<file path="src/rtl/instr_encoder_loader_if.sv">
// Field-bundle handshake and instruction-memory write bus for instr_encoder_loader.
interface instr_encoder_loader_if #(
  parameter int ADDR_WIDTH = 8
);
  logic                  in_valid;
  logic                  in_ready;
  logic [1:0]            in_class;
  logic [3:0]            in_alu_op;
  logic [2:0]            in_branch_cond;
  logic [4:0]            in_rd;
  logic [4:0]            in_rs1;
  logic [4:0]            in_rs2;
  logic [12:0]           in_imm;
  logic                  in_last;
  logic                  mem_we;
  logic [ADDR_WIDTH-1:0] mem_addr;
  logic [31:0]           mem_wdata;

  modport master (
    output in_valid, in_class, in_alu_op, in_branch_cond, in_rd, in_rs1, in_rs2, in_imm, in_last,
    input  in_ready, mem_we, mem_addr, mem_wdata
  );

  modport slave (
    input  in_valid, in_class, in_alu_op, in_branch_cond, in_rd, in_rs1, in_rs2, in_imm, in_last,
    output in_ready, mem_we, mem_addr, mem_wdata
  );
endinterface

</file>
<file path="src/rtl/instr_encoder_loader.sv">
// Encodes decoded R/I/B instruction fields into RV32I words and writes them sequentially
// into instruction memory. Optional macro NOP_PAD_EN pads the program with NOPs to a 4-word boundary.
module instr_encoder_loader #(
  parameter int ADDR_WIDTH = 8,
  parameter int BASE_ADDR  = 0
) (
  input  logic                  clk,
  input  logic                  rst,
  input  logic                  start,
  instr_encoder_loader_if.slave bus,
  output logic [ADDR_WIDTH:0]   count,
  output logic                  error,
  output logic [ADDR_WIDTH-1:0] err_addr,
  output logic                  done,
  output logic                  overflow
);

  localparam logic [ADDR_WIDTH-1:0] BASE     = ADDR_WIDTH'(BASE_ADDR);
  localparam logic [ADDR_WIDTH-1:0] ADDR_MAX = {ADDR_WIDTH{1'b1}};
  localparam logic [31:0]           NOP_WORD = 32'h0000_0013;

  typedef enum logic [1:0] {
    IDLE = 2'd0,
    RUN  = 2'd1,
`ifdef NOP_PAD_EN
    PAD  = 2'd3,
`endif
    DONE = 2'd2
  } state_t;

  state_t                state_q;
  logic [ADDR_WIDTH-1:0] addr_q;
  logic [ADDR_WIDTH:0]   count_q;
  logic                  error_q;
  logic [ADDR_WIDTH-1:0] err_addr_q;
  logic                  done_q;
  logic                  overflow_q;
  logic                  mem_we_q;
  logic [ADDR_WIDTH-1:0] mem_addr_q;
  logic [31:0]           mem_wdata_q;

  logic [31:0] enc_d;
  logic        illegal_d;
  logic [2:0]  funct3;

  assign funct3 = bus.in_alu_op[2:0];

  always_comb begin
    enc_d     = '0;
    illegal_d = 1'b0;
    case (bus.in_class)
      2'b00: enc_d = {1'b0, bus.in_alu_op[3], 5'b00000, bus.in_rs2, bus.in_rs1,
                      funct3, bus.in_rd, 7'b0110011};
      2'b01: begin
        illegal_d = bus.in_alu_op[3] && (funct3 != 3'b101);
        case (funct3)
          3'b001:  enc_d = {7'b0000000, bus.in_imm[4:0], bus.in_rs1, funct3, bus.in_rd, 7'b0010011};
          3'b101:  enc_d = {1'b0, bus.in_alu_op[3], 5'b00000, bus.in_imm[4:0], bus.in_rs1,
                            funct3, bus.in_rd, 7'b0010011};
          default: enc_d = {bus.in_imm[11:0], bus.in_rs1, funct3, bus.in_rd, 7'b0010011};
        endcase
      end
      2'b10: begin
        illegal_d = (bus.in_branch_cond[2:1] == 2'b01) || bus.in_imm[0];
        enc_d = {bus.in_imm[12], bus.in_imm[10:5], bus.in_rs2, bus.in_rs1, bus.in_branch_cond,
                 bus.in_imm[4:1], bus.in_imm[11], 7'b1100011};
      end
      default: illegal_d = 1'b1;
    endcase
  end

  // Address and count advance at acceptance so back-to-back bundles land on consecutive words;
  // the address holds at the top word instead of wrapping.
  always_ff @(posedge clk or posedge rst) begin
    if (rst) begin
      state_q     <= IDLE;
      addr_q      <= BASE;
      count_q     <= '0;
      error_q     <= 1'b0;
      err_addr_q  <= '0;
      done_q      <= 1'b0;
      overflow_q  <= 1'b0;
      mem_we_q    <= 1'b0;
      mem_addr_q  <= '0;
      mem_wdata_q <= '0;
    end else begin
      mem_we_q <= 1'b0;
      if (start) begin
        state_q    <= RUN;
        addr_q     <= BASE;
        count_q    <= '0;
        error_q    <= 1'b0;
        err_addr_q <= '0;
        done_q     <= 1'b0;
        overflow_q <= 1'b0;
      end else begin
        case (state_q)
          RUN: begin
            if (bus.in_valid) begin
              if (illegal_d) begin
                error_q <= 1'b1;
                if (!error_q) err_addr_q <= addr_q;
                if (bus.in_last) begin
                  done_q  <= 1'b1;
                  state_q <= DONE;
                end
              end else begin
                mem_we_q    <= 1'b1;
                mem_addr_q  <= addr_q;
                mem_wdata_q <= enc_d;
                count_q     <= count_q + 1'b1;
                if (addr_q == ADDR_MAX) begin
                  done_q     <= 1'b1;
                  overflow_q <= !bus.in_last;
                  state_q    <= DONE;
                end else begin
                  addr_q <= addr_q + 1'b1;
                  if (bus.in_last) begin
`ifdef NOP_PAD_EN
                    if (addr_q[1:0] == 2'b11) begin
                      done_q  <= 1'b1;
                      state_q <= DONE;
                    end else begin
                      state_q <= PAD;
                    end
`else
                    done_q  <= 1'b1;
                    state_q <= DONE;
`endif
                  end
                end
              end
            end
          end
`ifdef NOP_PAD_EN
          PAD: begin
            mem_we_q    <= 1'b1;
            mem_addr_q  <= addr_q;
            mem_wdata_q <= NOP_WORD;
            count_q     <= count_q + 1'b1;
            if (addr_q == ADDR_MAX || addr_q[1:0] == 2'b11) begin
              done_q  <= 1'b1;
              state_q <= DONE;
            end else begin
              addr_q <= addr_q + 1'b1;
            end
          end
`endif
          default: ;
        endcase
      end
    end
  end

  assign bus.in_ready  = (state_q == RUN);
  assign bus.mem_we    = mem_we_q;
  assign bus.mem_addr  = mem_addr_q;
  assign bus.mem_wdata = mem_wdata_q;
  assign count         = count_q;
  assign error         = error_q;
  assign err_addr      = err_addr_q;
  assign done          = done_q;
  assign overflow      = overflow_q;

endmodule

</file>
<file path="src/flat_wrapper.sv">
// flat-port wrapper written by rule: the top's interface ports become plain ports
module instr_encoder_loader_flat 
#(
  parameter int ADDR_WIDTH = 8,
  parameter int BASE_ADDR  = 0
)
  (clk, rst, start, count, error, err_addr, done, overflow, bus_in_valid, bus_in_class, bus_in_alu_op, bus_in_branch_cond, bus_in_rd, bus_in_rs1, bus_in_rs2, bus_in_imm, bus_in_last, bus_in_ready, bus_mem_we, bus_mem_addr, bus_mem_wdata);
  instr_encoder_loader_if #(.ADDR_WIDTH(ADDR_WIDTH)) bus_i ();
  input  logic clk;
  input  logic rst;
  input  logic start;
  output logic [ADDR_WIDTH:0] count;
  output logic error;
  output logic [ADDR_WIDTH-1:0] err_addr;
  output logic done;
  output logic overflow;
  input wire logic [$bits(bus_i.in_valid)-1:0] bus_in_valid;
  input wire logic [$bits(bus_i.in_class)-1:0] bus_in_class;
  input wire logic [$bits(bus_i.in_alu_op)-1:0] bus_in_alu_op;
  input wire logic [$bits(bus_i.in_branch_cond)-1:0] bus_in_branch_cond;
  input wire logic [$bits(bus_i.in_rd)-1:0] bus_in_rd;
  input wire logic [$bits(bus_i.in_rs1)-1:0] bus_in_rs1;
  input wire logic [$bits(bus_i.in_rs2)-1:0] bus_in_rs2;
  input wire logic [$bits(bus_i.in_imm)-1:0] bus_in_imm;
  input wire logic [$bits(bus_i.in_last)-1:0] bus_in_last;
  output wire logic [$bits(bus_i.in_ready)-1:0] bus_in_ready;
  output wire logic [$bits(bus_i.mem_we)-1:0] bus_mem_we;
  output wire logic [$bits(bus_i.mem_addr)-1:0] bus_mem_addr;
  output wire logic [$bits(bus_i.mem_wdata)-1:0] bus_mem_wdata;
  assign bus_i.in_valid = bus_in_valid;
  assign bus_i.in_class = bus_in_class;
  assign bus_i.in_alu_op = bus_in_alu_op;
  assign bus_i.in_branch_cond = bus_in_branch_cond;
  assign bus_i.in_rd = bus_in_rd;
  assign bus_i.in_rs1 = bus_in_rs1;
  assign bus_i.in_rs2 = bus_in_rs2;
  assign bus_i.in_imm = bus_in_imm;
  assign bus_i.in_last = bus_in_last;
  assign bus_in_ready = bus_i.in_ready;
  assign bus_mem_we = bus_i.mem_we;
  assign bus_mem_addr = bus_i.mem_addr;
  assign bus_mem_wdata = bus_i.mem_wdata;
  instr_encoder_loader #(.ADDR_WIDTH(ADDR_WIDTH), .BASE_ADDR(BASE_ADDR)) u_core (.clk(clk), .rst(rst), .start(start), .bus(bus_i), .count(count), .error(error), .err_addr(err_addr), .done(done), .overflow(overflow));
endmodule
</file>
<file path="config.mk">
export PLATFORM = sky130hd
export DESIGN_NAME = instr_encoder_loader_flat
export DESIGN_NICKNAME = d
export VERILOG_FILES = /design/src/rtl/instr_encoder_loader_if.sv /design/src/rtl/instr_encoder_loader.sv /design/src/flat_wrapper.sv
export SDC_FILE = /design/constraint.sdc
export NUM_CORES = 1
export LEC_CHECK = 0
export CAP_MARGIN = 15
export CORE_UTILIZATION = 41
export CTS_CLUSTER_SIZE = 8
export DETAILED_ROUTE_END_ITERATION = 7
export PLACE_DENSITY = 0.73
export SYNTH_ARGS = -nofsm -noshare
export SYNTH_HDL_FRONTEND = slang
export SYNTH_SLANG_ARGS = --single-unit
</file>
<file path="constraint.sdc">
create_clock -name clk -period 1.9 [get_ports clk]
set_input_delay 0.19 -clock clk [delete_from_list [all_inputs] [get_ports clk]]
set_output_delay 0.19 -clock clk [all_outputs]
set_load 0.05 [all_outputs]
</file>
==> results.md, run 1 <==
- Largest family of logic cells by synthesized area: simple AND/OR/NAND/NOR gates
- GRT overflow: 0
- # rows: 31
- RSZ-0062 raised after global routing: true
- Fillers: 595
- Max Clk Rate: 545 MHz
- H-tree depth: 3
- Crit-path leading delay family: buffers and inverters
- Post-synthesis mux area share: 4.75%
- Synth warn: 0
- Critical-path top delay cell: clkdlybuf4s50_1
- Max_cap viols: 0
- Run status: finished clean
- Total GRT Usage: 21.5%
- CTS clk-pin slew, worst paths: roughly 0.08 ns
- Number of synthesized register bits: 68
- Final hold violations: 0
- Crit path required time: 1.71 ns
- Tmin final: ~1.8 ns
- Layout Utilization: 65.4%
- PnR worst setup slack: 0.0663 ns
- Power Dens Cells: 975 mW/mm^2
- DIE AREA: 0.00787 mm^2
- Height of the die: 88.7 um
- Drt drc: 0
- Via density: 5.20
- Ys flop type: dfrtp_1
- Post-route ant nets: 0
- Latest clock arrival within the worst-skew pair: 0.34 ns
- Post-Syn Area: 0.00308 mm^2
- Post-synthesis compound-gate area fraction: 15.4%
- DRT iter0 DRCs: 76
- EDFF count, synth: 0
- R2R depth: 6
- First-pass iteration count of the detailed router: 6
- Startpoint Class: register
- Count of final max-slew check failures: 0
- Vias post-DR: 2792
- CP bufs+invs: 1
- Layout cells sized above 1: a little under a fifth
- Clock buffer depth: 2
- I/O Pins: 104
- Multi-input logic area: between 0.001 and 0.0015 mm^2
- Setup violators final: 0
- Critical path's largest stage delay: 0.84 ns
- Core area: 0.00725 mm^2
- WP data arrival: ~1.6 ns
- Sequential cell area: 0.00170 mm^2
- Hpwl dp: 6.01 mm
- Num CTS Buffers: 9
- Min-Delay Path Class: input pin to asynchronous set/reset pin
- TritonCTS clock tree: done
- Worst slew pin tran: 0.545 ns
- Post-synth cell types: 41
- Reg2reg start: u_core.addr_q[0]$_DFFE_PP0P_
- Crit-path max FO: 4
- CTS root buf: clkbuf_8
- Area Growth Syn to Fin: 53.8%
- Slew HR: 63.7%
- Post-layout net count: 477
- Async set-reset flop share out of synthesis: 100%
- Setup Skew: 0.00664 ns
- PortBufs: ~100
- Crit path cell chain: clkdlybuf4s50_1
- N_diodes: 0
- CP Capture Type: output pin
- Maximum vdd drop: 0.515 mV
- Synth Area in XOR/XNOR: 1.71%
- Wire length per cell: 15.2 um
- Avg Cell Area, Syn: 10.4 um^2
- Critical path type: register to output pin
- Clock sinks: 68
- Simple-gate share of the synthesized area: 17.7%
- Die Span X: just under 90 um
- Leakage power: 1.97 nW
- GP Congestion: 0.843
- Initial antenna violation count: 0
- Fin crit share: 96.5%
- Routed WL: 8.17 mm
- Pre-CTS setup slack: -0.286 ns
- Synthesized instance count: 297
- Largest net degree at the start of global routing: 33
- Reg2Reg Setup Slack: 0.10 ns
- Initial Util: 42.5%
- Register area share after synthesis: 55.2%
- Reg2reg end: u_core.addr_q[7]$_DFFE_PP0P_
- Vias in the first global route: 2573
- Global-route wire length before repair: roughly 13 mm
- Adder-cell share of the synthesized area: 0.812%
cells by family (layout without fill, tap and decap cells):
kind of cell,Yosys count,in the layout
mux,13,13
flops,68,68
compound gates,79,79
simple gates,99,99
other cells,1,2
fa+ha+maj,2,2
buf+inv,29,169
xor+xnor,6,6
flip-flops by register name, indices dropped and copies added, names as in the netlist:
register / flops
u_core.bus.mem_wdata: 29
u_core.count: 9
u_core.addr_q: 8
u_core.bus.mem_addr: 8
u_core.err_addr: 8
u_core.state_q: 2
u_core.bus.mem_we: 1
u_core.done: 1
u_core.error: 1
u_core.overflow: 1
layout make-up:
class,count,area share (%)
clock inverters,6,1.87
flip-flops and latches,68,35.9
well taps,99,2.61
clock buffers,10,2.69
repair buffers,142,29.1
inverters,11,0.950
multi-input cells,201,26.9
worst max-delay path by stage:
stage,end,start,slack (ns),depth (start not counted)
6_report,error,u_core.error$_DFFE_PP0P_,0.07,1
5_1_grt,u_core.addr_q[7]$_DFFE_PP0P_,u_core.addr_q[0]$_DFFE_PP0P_,-0.02,6
4_1_cts,u_core.state_q[0]$_DFFE_PP0P_,u_core.addr_q[0]$_DFFE_PP0P_,0.01,8
3_5_place_dp,u_core.err_addr[6]$_DFFE_PP0P_,bus_in_branch_cond[1],-0.29,7
3_3_place_gp,u_core.bus.mem_wdata[25]$_DFFE_PP0P_,bus_in_class[0],-0.21,7
2_1_floorplan,u_core.addr_q[7]$_DFFE_PP0P_,u_core.addr_q[0]$_DFFE_PP0P_,0.1,6
synth_stat cells (all sizes together), types with 2 or more instances:
cell type | instances | area [um^2]
nand3 | 13 | 65.1
ha | 2 | 25.0
nand2 | 11 | 41.3
o21ai | 13 | 65.1
nand3b | 4 | 33.8
mux2 | 13 | 146
xnor2 | 5 | 43.8
or3 | 4 | 25.0
nor2b | 17 | 106
and3 | 2 | 12.5
nor2 | 25 | 93.8
or2 | 2 | 12.5
or4 | 3 | 22.5
clkbuf | 10 | 37.5
nor4 | 5 | 46.3
o21a | 2 | 15.0
nor3b | 2 | 20.0
a21oi | 45 | 225
a22o | 8 | 70.1
inv | 11 | 41.3
nor3 | 3 | 15.0
dfrtp | 68 | 1700
buf | 8 | 52.6
nand4 | 5 | 31.3
o31ai | 5 | 51.3
report_power, final:
group | internal [mW] | leakage, nW | switching [mW]
clock network | 0.739 | 0.102 | 0.560
logic | 0.577 | 0.993 | 1.01
registers | 1.63 | 0.876 | 0.105
cell usage in the layout, fill, tap and decap left out, types with 2 or more instances in the layout:
| cell type | instances |
|---|---|
| clkinvlp_4 | 3 |
| inv_1 | 10 |
| bufinv_16 | 2 |
| and3_1 | 2 |
| clkbuf_8 | 9 |
| o21ai_0 | 13 |
| nand3b_1 | 3 |
| clkdlybuf4s50_1 | 100 |
| nand3_1 | 13 |
| buf_12 | 5 |
| nand2_1 | 11 |
| nor4_1 | 4 |
| o21a_1 | 2 |
| dfrtp_1 | 68 |
| or4_1 | 3 |
| conb_1 | 2 |
| mux2_2 | 13 |
| a21oi_1 | 45 |
| xnor2_1 | 5 |
| a22o_1 | 8 |
| nor2b_1 | 16 |
| nand4_1 | 5 |
| nor2_1 | 24 |
| buf_4 | 36 |
| or2_2 | 2 |
| or3_1 | 4 |
| nor3_1 | 2 |
| ha_1 | 2 |
| o31ai_1 | 4 |
per-layer routing:
layer	share of wire [%]	GRT usage [%]	vias up	wire, um
li1	-	-	1321	-
met1	44	28.7	1341	3590
met2	45	33.6	115	3720
met3	8.7	4.94	15	715
met4	1.9	9.38	0	154
met5	0	0	-	0
per-stage QoR:
stage / hold slack (ns) / TNS, ns / total power, mW / instances / instance area (um^2)
floorplan: 0.329 / 0 / 2.73 / 298 / 3100
detailed placement: 0.486 / -11.45 / 3.35 / 521 / 4510
global placement: 0.474 / -8.81 / 3.33 / 521 / 4510
global route: 0.281 / -0.0228 / 4.83 / 537 / 4740
finish: 0.259 / 0 / 4.62 / 537 / 4740
CTS: 0.259 / 0 / 4.66 / 537 / 4730
what timing repair did:
item	CTS	global route
pin swaps	0	2
endpoints found under the setup margin	1	19
hold buffers	0	0
resized for setup	1	3
buffers inserted	0	0
gates cloned	0	0
Power figures use the tool's default switching activity.
==> run 2, diff against run 1 <==
--- a/config.mk
+++ b/config.mk
@@ -6,6 +6,7 @@
 export NUM_CORES = 1
 export LEC_CHECK = 0
 export CAP_MARGIN = 15
+export CORE_ASPECT_RATIO = 0.75
 export CORE_UTILIZATION = 41
 export CTS_CLUSTER_SIZE = 8
 export DETAILED_ROUTE_END_ITERATION = 7
@@ -13,3 +14,4 @@
 export SYNTH_ARGS = -nofsm -noshare
 export SYNTH_HDL_FRONTEND = slang
 export SYNTH_SLANG_ARGS = --single-unit
+export TNS_END_PERCENT = 5
==> run 2 against run 1 <==
Net effect: sequential power about the same; first-iteration DRC count up 75%; sequential cell count unchanged; count of clock-buffer cells in the layout unchanged; die area about the same; clock power up 12%; critical path type is now register to register; critical endpoint is now u_core.addr_q[7]$_DFFE_PP0P_; highest routed layer unchanged.
==> results.md, run 2 (synthesis gave the netlist of run 1 again) <==
- Count of final max-slew check failures: 0 (unchanged)
- Largest net degree at the start of global routing: 26 (was 33)
- Num CTS Buffers: 9 (unchanged)
- Startpoint Class: register (unchanged)
- Final hold violations: 0 (unchanged)
- DIE AREA: 0.00787 mm^2 (about the same)
- Area Growth Syn to Fin: 52.9% (was 53.8%)
- PnR worst setup slack: 0.000640 ns (was 0.0663 ns)
- Die Span X: 102 um (was 88.7 um)
- CTS root buf: clkbuf_8 (unchanged)
- Most frequent cells in the layout: clkdlybuf4s50_1 (100), dfrtp_1 (68), a21oi_1 (45) (unchanged)
- N_diodes: 0 (unchanged)
- Drt drc: 0 (unchanged)
- Pwr Total: 4.78 mW (was 4.62 mW)
- Sequential cell area: 0.00170 mm^2 (unchanged)
- Hold_buf cts: 0 (unchanged)
- Fin crit share: 100% (was 96.5%)
- Initial antenna violation count: 0 (unchanged)
- Worst slew pin tran: 0.555 ns (was 0.545 ns)
- Via density: 5.19 (was 5.20)
- Min-Delay Path Class: input pin to asynchronous set/reset pin (unchanged)
- Crit path required time: 2.16 ns (was 1.71 ns)
- Initial Util: 43.9% (was 42.5%)
- Routed WL: 8.23 mm (was 8.17 mm)
- Height of the die: 77.1 um (was 88.7 um)
- R2R depth: 6 (unchanged)
- WP data arrival: 2.16 ns (was 1.64 ns)
- Fillers: 551 (was 595)
- Max Clk Rate: 526 MHz (was 545 MHz)
- Slew HR: 63.0% (was 63.7%)
- Crit-path max FO: 4 (unchanged)
- Post-route ant nets: 0 (unchanged)
- Setup violators final: 0 (unchanged)
- CTS clk-pin slew, worst paths: 0.08 ns (about the same)
- Most common cell after layout, fill and taps aside: clkdlybuf4s50_1 (unchanged)
- Vias in the first global route: 2750 (was 2573)
- H-tree depth: 3 (unchanged)
- Wire length per cell: 15.4 um (was 15.2 um)
- TritonCTS clock tree: done (unchanged)
- I/O Pins: 104 (unchanged)
- Leakage power: 1.98 nW (was 1.97 nW)
- Hpwl dp: 6.17 mm (was 6.01 mm)
- Setup Skew: 0.00571 ns (was 0.00664 ns)
- Max_cap viols: 0 (unchanged)
- DRT iter0 DRCs: 133 (was 76)
- Layout cells sized above 1: 17.6% (was 18.0%)
- RSZ-0062 raised after global routing: true (unchanged)
- Critical path type: register to register (was register to output pin)
- Post-layout net count: 476 (was 477)
- Vias post-DR: 2775 (was 2792)
- Layout Cells excl Fill: 535 (was 537)
- Max reg flops: 29 (unchanged)
- Total GRT Usage: 21.7% (was 21.5%)
- CP Capture Type: register (was output pin)
- Core area: 0.00703 mm^2 (was 0.00725 mm^2)
- GRT overflow: 0 (unchanged)
- Pre-CTS setup slack: -0.221 ns (was -0.286 ns)
- Multi-input logic area: 0.00126 mm^2 (was 0.00127 mm^2)
- Tmin final: 1.90 ns (was 1.83 ns)
- # rows: 26 (was 31)
- Clock buffer depth: 2 (unchanged)
- PortBufs: 101 (unchanged)
- GP Congestion: 0.836 (was 0.843)
- Hold_ws: 0.138 ns (was 0.259 ns)
- Latest clock arrival within the worst-skew pair: 0.33 ns (was 0.34 ns)
- First-pass iteration count of the detailed router: 4 (was 6)
- Clock sinks: 68 (unchanged)
- Maximum vdd drop: 0.612 mV (was 0.515 mV)
- Run status: finished clean (unchanged)
- Power Dens Cells: 1010 mW/mm^2 (was 975 mW/mm^2)
- Global-route wire length before repair: 13.3 mm (was 12.6 mm)
- Cell total after placement: 517 (was 521)
-- run 2: where the power goes --
| group | internal, mW | switching [mW] |
|---|---|---|
| Sequential | 1.63 | 0.107 |
| Combinational | 0.571 | 1.01 |
| Clock | 0.908 | 0.554 |
-- run 2: final timing paths --
| path | startpoint | end | slack [ns] |
|---|---|---|---|
| max | u_core.addr_q[0]$_DFFE_PP0P_ | u_core.addr_q[7]$_DFFE_PP0P_ | 0.0006 |
| min | rst | u_core.bus.mem_wdata[16]$_DFFE_PP0P_ | 0.14 |
| max reg2reg | u_core.addr_q[0]$_DFFE_PP0P_ | u_core.addr_q[7]$_DFFE_PP0P_ | 0.0006 |
| min reg2reg | u_core.err_addr[3]$_DFFE_PP0P_ | u_core.err_addr[3]$_DFFE_PP0P_ | 0.51 |
| max in group asynchronous | rst | u_core.bus.mem_wdata[26]$_DFFE_PP0P_ | 1.26 |
| min in group clk | bus_in_imm[9] | u_core.bus.mem_wdata[29]$_DFFE_PP0P_ | 0.43 |
-- run 2: repair_timing --
item | in CTS | in global routing
endpoints found under the hold margin | 0 | 0
setup endpoints to repair | 0 | 3
gates resized for setup | 0 | 1
setup buffers | 0 | 2
-- run 2: worst max-delay path: stages, from the launching register on --
cell	delay [ns]
dfrtp_1	0.39
ha_1	0.22
nand4_1	0.15
nor2_1	0.07
nand4b_1	0.28
or4_1	0.53
a21oi_1	0.17
-- run 2: stage by stage --
step	cell area (um^2)	utilization, %	setup TNS, ns
2_1_floorplan	3090	-	-0.103
6_report	4710	67.1	0
4_1_cts	4700	66.8	0
5_1_grt	4710	67.1	-0.0870
3_5_place_dp	4450	63.3	-9.22
3_3_place_gp	4450	63.3	-4.44
-- run 2: final cells by class --
cell class	count	area share, %
Clock inverter	6	2.36
Multi-Input combinational cell	201	26.7
Sequential cell	68	36.1
Inverter	11	0.876
Tap cell	98	2.60
Timing Repair Buffer	141	28.4
Clock buffer	10	2.92
-- run 2: layer usage --
| layer | vias to the layer above | global-route usage, % | wire length, um |
|---|---|---|---|
| met4 | 0 | 5.43 | 98 |
| li1 | 1315 | - | - |
| met5 | - | 0 | 0 |
| met1 | 1360 | 29.8 | 3750 |
| met2 | 87 | 32.6 | 3860 |
| met3 | 13 | 7.75 | 522 |
==> patch 1, RTL diff (flow settings as in run 2) <==
Put one more register stage on the output `overflow`, with the module's reset. The value now appears one clock later. The other outputs are not delayed to match.
--- a/src/rtl/instr_encoder_loader.sv
+++ b/src/rtl/instr_encoder_loader.sv
@@ -161,5 +161,11 @@
   assign err_addr      = err_addr_q;
   assign done          = done_q;
-  assign overflow      = overflow_q;
+  always_ff @(posedge clk or posedge rst) begin
+    if (rst) begin
+      overflow <= '0;
+    end else begin
+      overflow <= overflow_q;
+    end
+  end
 
 endmodule
Function: no difference found for any inputs over 4 cycles, from zero or initial values and one cycle with rst high; that may be too few to reach the edited logic, so the function may still have changed.
==> patch 1 against run 2 <==
The run now ends with negative setup slack left; synthesized cell count grew 0.67%; routed wire length decreased by 3.2%; clock skew hardly changed; hold slack improved by 98 ps; fmax down 0.33%; worst setup slack got worse by 6.3 ps; critical path depth unchanged; final cell count decreased by 1.5%; total power fell by 3.8%; sequential cell count up 1; area after synthesis rose by 0.77%; cell area is 1.4% lower; largest power group unchanged.
==> patch 1: results (changes against run 2) <==
Timing
The total setup violations reported at the end of the flow is 1 (+1). The worst setup skew after layout is 5.480 ps (-0.2310 ps). The setup slack of the critical path after layout is -5.640 ps (-6.280 ps). The worst relative slew slack is 64.32% (+1.3 points).

Min path
The class of the tightest hold or removal check is input port to flip-flop. The startpoint identified for the worst hold timing path is bus_in_imm[0]. The worst min-delay path endpoint is u_core.bus.mem_wdata[20].

Placement
The post-place setup slack is -403.9 ps (-183.3 ps). The placer's final routability congestion estimate came to 0.7854 (-6.0%). The HPWL reported at the end of detailed placement was 5708 um (-7.4%). The count of buffers inserted at the top-level ports came to 101 (unchanged).

The number of placed cells counting well taps was 512 (-0.97%).

Synth
The Yosys warning count was 0 (unchanged). The most used flip-flop cell after synthesis is dfrtp_1. The count of cell types in the netlist was 42 (+2.4%). The synthesized area divided by synthesized cell count is 10.39 um2 (about the same). By area the synthesized netlist is led by dfrtp_1 56%, a21oi_1 6.6%, mux2_2 4.7%. The commonest cells after synthesis are 69 x dfrtp_1, 41 x a21oi_1, 28 x nor2_1, 16 x nor2b_1. The sequential fraction of the synthesis area is 55.60% (+0.38 points).

Route
The aggregate routed wire length is 7966 um (-3.2%). The average routed wire per standard cell is 15.12 um (-1.7%). The number of violations reported at the end of detailed-routing iteration 0 is 136 (+2.3%). The number of iterations in the first detailed-routing pass came to 4 (unchanged).

The via count is 2678 (-3.5%).

Worst setup path
The largest stage delay on the critical path is 530 ps (about the same). The arrival time at the worst endpoint is 2180 ps (+20 ps). The worst reg2reg path depth is 4 (-2). The worst register-to-register path ends at u_core.addr_q[5]. The kind of cell with the highest combined delay on the critical path is simple AND/OR/NAND/NOR gates. The top fanout value on the critical path was 3 (-1). The slack of the worst reg-to-reg path is 40 ps (+40 ps). In this run the critical register-to-register path is launched from u_core.state_q[1].

The critical path starts at bus_in_branch_cond[1]. The slowest stage of the critical path belongs to the cell or4_4.

GRT
The pin count of the biggest net entering global routing is 70 (+170%). The all-layer global routing usage is 21.09% (-0.66 points). The number of global-route vias before repair is 2546 (-7.4%). The wire length of the first global-routing pass was 12790 um (-3.7%).

Final layout
The layout net count was 466 (-2.1%). The number of fill cells in the layout came to 597 (+8.3%). The share of layout cells above drive strength 1 is 16.20% (-1.4 points).

CTS
The clock reaches the later pin of the worst-skew pair after 340 ps. The number of buffers on the longest clock path is 2 (unchanged). Clock-pin slew was measured on the worst setup and hold paths at 70 ps. The CTS buffer count was 9 (unchanged).

Status
The final reports fail on negative setup slack. The flow ran to the end, but the final reports show violations.

Power and ir drop
The static power due to leakage is 1.992 nW (+0.34%). The maximum vdd drop is 819.9 uV (+34%).
-- patch 1: area by class of cell --
class	instances	area, um2	area share [%]
multi-input cells	202	1271	27.36
well taps	101	126.4	2.720
repair buffers	130	1267	27.28
inverters	10	41.29	0.8888
clock buffers	9	123.9	2.666
clock inverters	6	88.84	1.912
flip-flops and latches	69	1727	37.17
-- patch 1: worst register-to-register path: stages, from the launching register on --
cell and delay (ps):
dfrtp_1 400, nand3b_1 200, or4_4 560, or4_4 490, a21oi_2 140
-- patch 1: cells by family after synthesis --
| kind of cell | after synthesis | share of synthesized area, % |
|---|---|---|
| other | 1 | 0.1208 |
| DFF | 69 | 55.60 |
| and+or+nand+nor | 101 | 17.61 |
| xor gates and xnor gates | 8 | 2.256 |
| buffers and inverters | 29 | 4.432 |
| adders and majority gates | 2 | 0.8057 |
| muxes | 15 | 5.359 |
| AOI/OAI and AO/OA | 74 | 13.82 |
-- patch 1: how the worst max path moves through the flow --
| stage | to | cells after the start |
|---|---|---|
| after floorplan | u_core.addr_q[5] | 4 |
| after global placement | u_core.addr_q[7] | 6 |
| after detailed placement | u_core.err_addr[2] | 7 |
| after CTS | u_core.addr_q[7] | 6 |
| after global routing | u_core.addr_q[5] | 7 |
| final | u_core.addr_q[5] | 6 |
-- patch 1: repair_timing --
item,in CTS,in global routing
resized for setup,2,9
endpoints found under the setup margin,8,11
pin swaps,0,2
hold buffers,0,0
gates cloned,0,0
-- patch 1: layer usage --
layer / up-vias / GRT usage (%) / part of all wire [%]
met2: 85 / 30.40 / 44
met4: 0 / 6.286 / 0.62
met1: 1286 / 30.53 / 48
li1: 1299 / - / -
met3: 8 / 6.216 / 6.6
met5: - / 0 / 0
-- patch 1: where the power goes --
part,internal [W],switching (W)
logic,0.000560,0.000995
clock network,0.000731,0.000549
registers,0.00166,0.000111
total,0.00295,0.00166
-- patch 1: through the flow --
step           TNS [ps]  instance area (um2)  hold slack, ps
4_1_cts               0                 4616           314.7
6_report         -5.640                 4646           236.1
5_1_grt          -59.25                 4646           261.3
3_5_place_dp     -13010                 4399           357.2
3_3_place_gp     -11260                 4399           357.6
2_1_floorplan    -5.444                 3113           328.5
==> patch 2, RTL diff (flow settings as in run 2) <==
Without the edit above. Add a define of `NOP_PAD_EN`.
--- a/src/rtl/instr_encoder_loader.sv
+++ b/src/rtl/instr_encoder_loader.sv
@@ -1,4 +1,6 @@
 // Encodes decoded R/I/B instruction fields into RV32I words and writes them sequentially
 // into instruction memory. Optional macro NOP_PAD_EN pads the program with NOPs to a 4-word boundary.
+`define NOP_PAD_EN
+
 module instr_encoder_loader #(
   parameter int ADDR_WIDTH = 8,
Check against the original RTL: not equivalent (a bounded check fails within 4 cycles, from zero or initial values and one cycle with rst high).
==> patch 2 against run 2 <==
Sequential cell count unchanged; core utilization decreased by 0.069 points; cell area rose by 15%; critical path depth increased by 2; count of clock-buffer cells in the layout rose by 2; synthesized cell count increased by 20%; area after synthesis up 14%; routed wire length is 22% higher; total power is 11% higher; worst setup slack gained 45 ps; clock power increased by 34%; critical path type is now input port to flip-flop; largest cell class unchanged; highest routed layer unchanged.
==> patch 2: results (changes against run 2) <==
GRT
The number of antenna violations at the first check in global routing came to 0 (unchanged). The pin count of the biggest net entering global routing is 69 (+170%). The number of global-route vias before repair is 3201 (+16%). The wire length of the first global-routing pass was 15790 um (+19%). The all-layer global routing usage is 23.31% (+1.6 points).

Route
The via count is 3262 (+18%). The aggregate routed wire length is 10030 um (+22%). The number of iterations in the first detailed-routing pass was 4 (unchanged).

The number of violations reported at the end of detailed-routing iteration 0 is 180 (+35%).

Synth
After synthesis, the cell types taking the most area are dfrtp_1 48%, inv_1 3.6%, nor2_1 3.5%. The fraction of registers with async set/reset is 100.0% (unchanged). The sequential fraction of the synthesis area is 48.40% (-6.8 points). The count of cell types in the netlist was 57 (+39%). Sorting the synthesized cells by how often they occur yields 68 x dfrtp_1, 34 x inv_1, 33 x nor2_1, 24 x nand2_1, 24 x nand3_1.

CTS
The H-tree depth reported by CTS is 3 (unchanged). The CTS buffer count came to 9 (unchanged). The clock transition at the register clock pins on the worst setup and hold paths after CTS is 50 ps (-30 ps).

The clock reaches the later pin of the worst-skew pair after 320 ps. The number of buffers on the longest clock path is 2 (unchanged). The master cell of the clock root buffer is clkbuf_16.

Placement
The placer's final routability congestion estimate is 0.8770 (+4.9%). The count of buffers inserted at the top-level ports was 101 (unchanged). The HPWL reported at the end of detailed placement is 7296 um (+18%).

The placement-stage cell area is 0.005039 mm2 (+13%). The post-place setup slack is -250.5 ps (-29.88 ps).

Final layout
The layout net count is 553 (+16%). The final antenna diode count is 0 (unchanged). The share of layout cells above drive strength 1 is 20.08% (+2.5 points).

Worst setup path
The arrival time at the worst endpoint came to 2110 ps (-50 ps). The top fanout value on the critical path is 19 (+15).

Timing
The worst setup skew after layout is 2.855 ps (-2.856 ps). The worst relative slew slack was 64.28% (+1.3 points).

Status
The run finished with clean final reports.

Power and ir drop
The static power due to leakage is 2.392 nW (+21%). The maximum vdd drop is 704.9 uV (+15%).
==> patch 2: metal layers <==
layer,share of wire [%],GRT usage (%)
met1,46,31.97
met2,47,36.04
met3,5.6,5.181
met4,2.0,8.919
met5,0,0
==> patch 2: logic make-up after synthesis <==
family / share of synthesized area (%)
and+or+nand+nor: 18.58
AOI/OAI and AO/OA: 15.48
DFF: 48.40
buffers and inverters: 6.797
muxes: 8.328
xor gates and xnor gates: 1.245
adders and majority gates: 1.068
other: 0.1067
==> patch 2: repair_timing <==
action / in CTS / in global routing
setup endpoints to repair: 1 / 5
gates resized for setup: 2 / 5
hold buffers: 0 / 0
buffers inserted: 1 / 0
hold endpoints to repair: 0 / 0
pin swaps: 0 / 0
==> patch 2: metrics by stage <==
stage               util [%]  TNS (ps)  hold WS, ps  cells
global placement       62.26     -4912        471.5    601
global route           67.01    -36.46        367.9    618
detailed placement     62.26     -6777        478.4    601
finish                 67.01         0        323.4    618
floorplan                  -         0        294.7    358
CTS                    66.74         0        339.2    618
==> patch 2: final timing paths <==
| path | end | start | slack, ps | cells after the start |
|---|---|---|---|---|
| worst max-delay path | u_core.bus.mem_wdata[13] | bus_in_branch_cond[2] | 50 | 8 |
| worst min-delay path | u_core.bus.mem_wdata[24] | rst | 320 | 3 |
| worst max register to register | u_core.addr_q[4] | u_core.addr_q[0] | 80 | 7 |
| worst min register to register | u_core.bus.mem_addr[7] | u_core.bus.mem_addr[7] | 480 | 1 |
| max in group asynchronous | u_core.count[5] | rst | 1290 | 3 |
| min in group clk | u_core.bus.mem_wdata[17] | bus_in_rs1[2] | 430 | 3 |
==> patch 2: final cells by class <==
class | count | area, um2
clock buffer | 12 | 256.5
clock inverter | 4 | 95.09
fill | 653 | 2670
inverter | 34 | 131.4
multi-input combinational | 235 | 1605
sequential | 68 | 1702
tap | 105 | 131.4
timing repair buffer | 160 | 1501
==> patch 2: critical path, cell delays in order <==
cell	delay, ps
clkdlybuf4s50_1	500
and2b_4	230
o311ai_4	230
and4_2	330
buf_12	170
buf_4	200
nand3_1	140
o21ai_1	100
==> patch 2: power breakdown <==
| group | switching, W | leakage (nW) | internal, W |
|---|---|---|---|
| Sequential | 0.000107 | 0.905 | 0.00162 |
| Combinational | 0.00101 | 1.31 | 0.000628 |
| Clock | 0.000596 | 0.173 | 0.00135 |
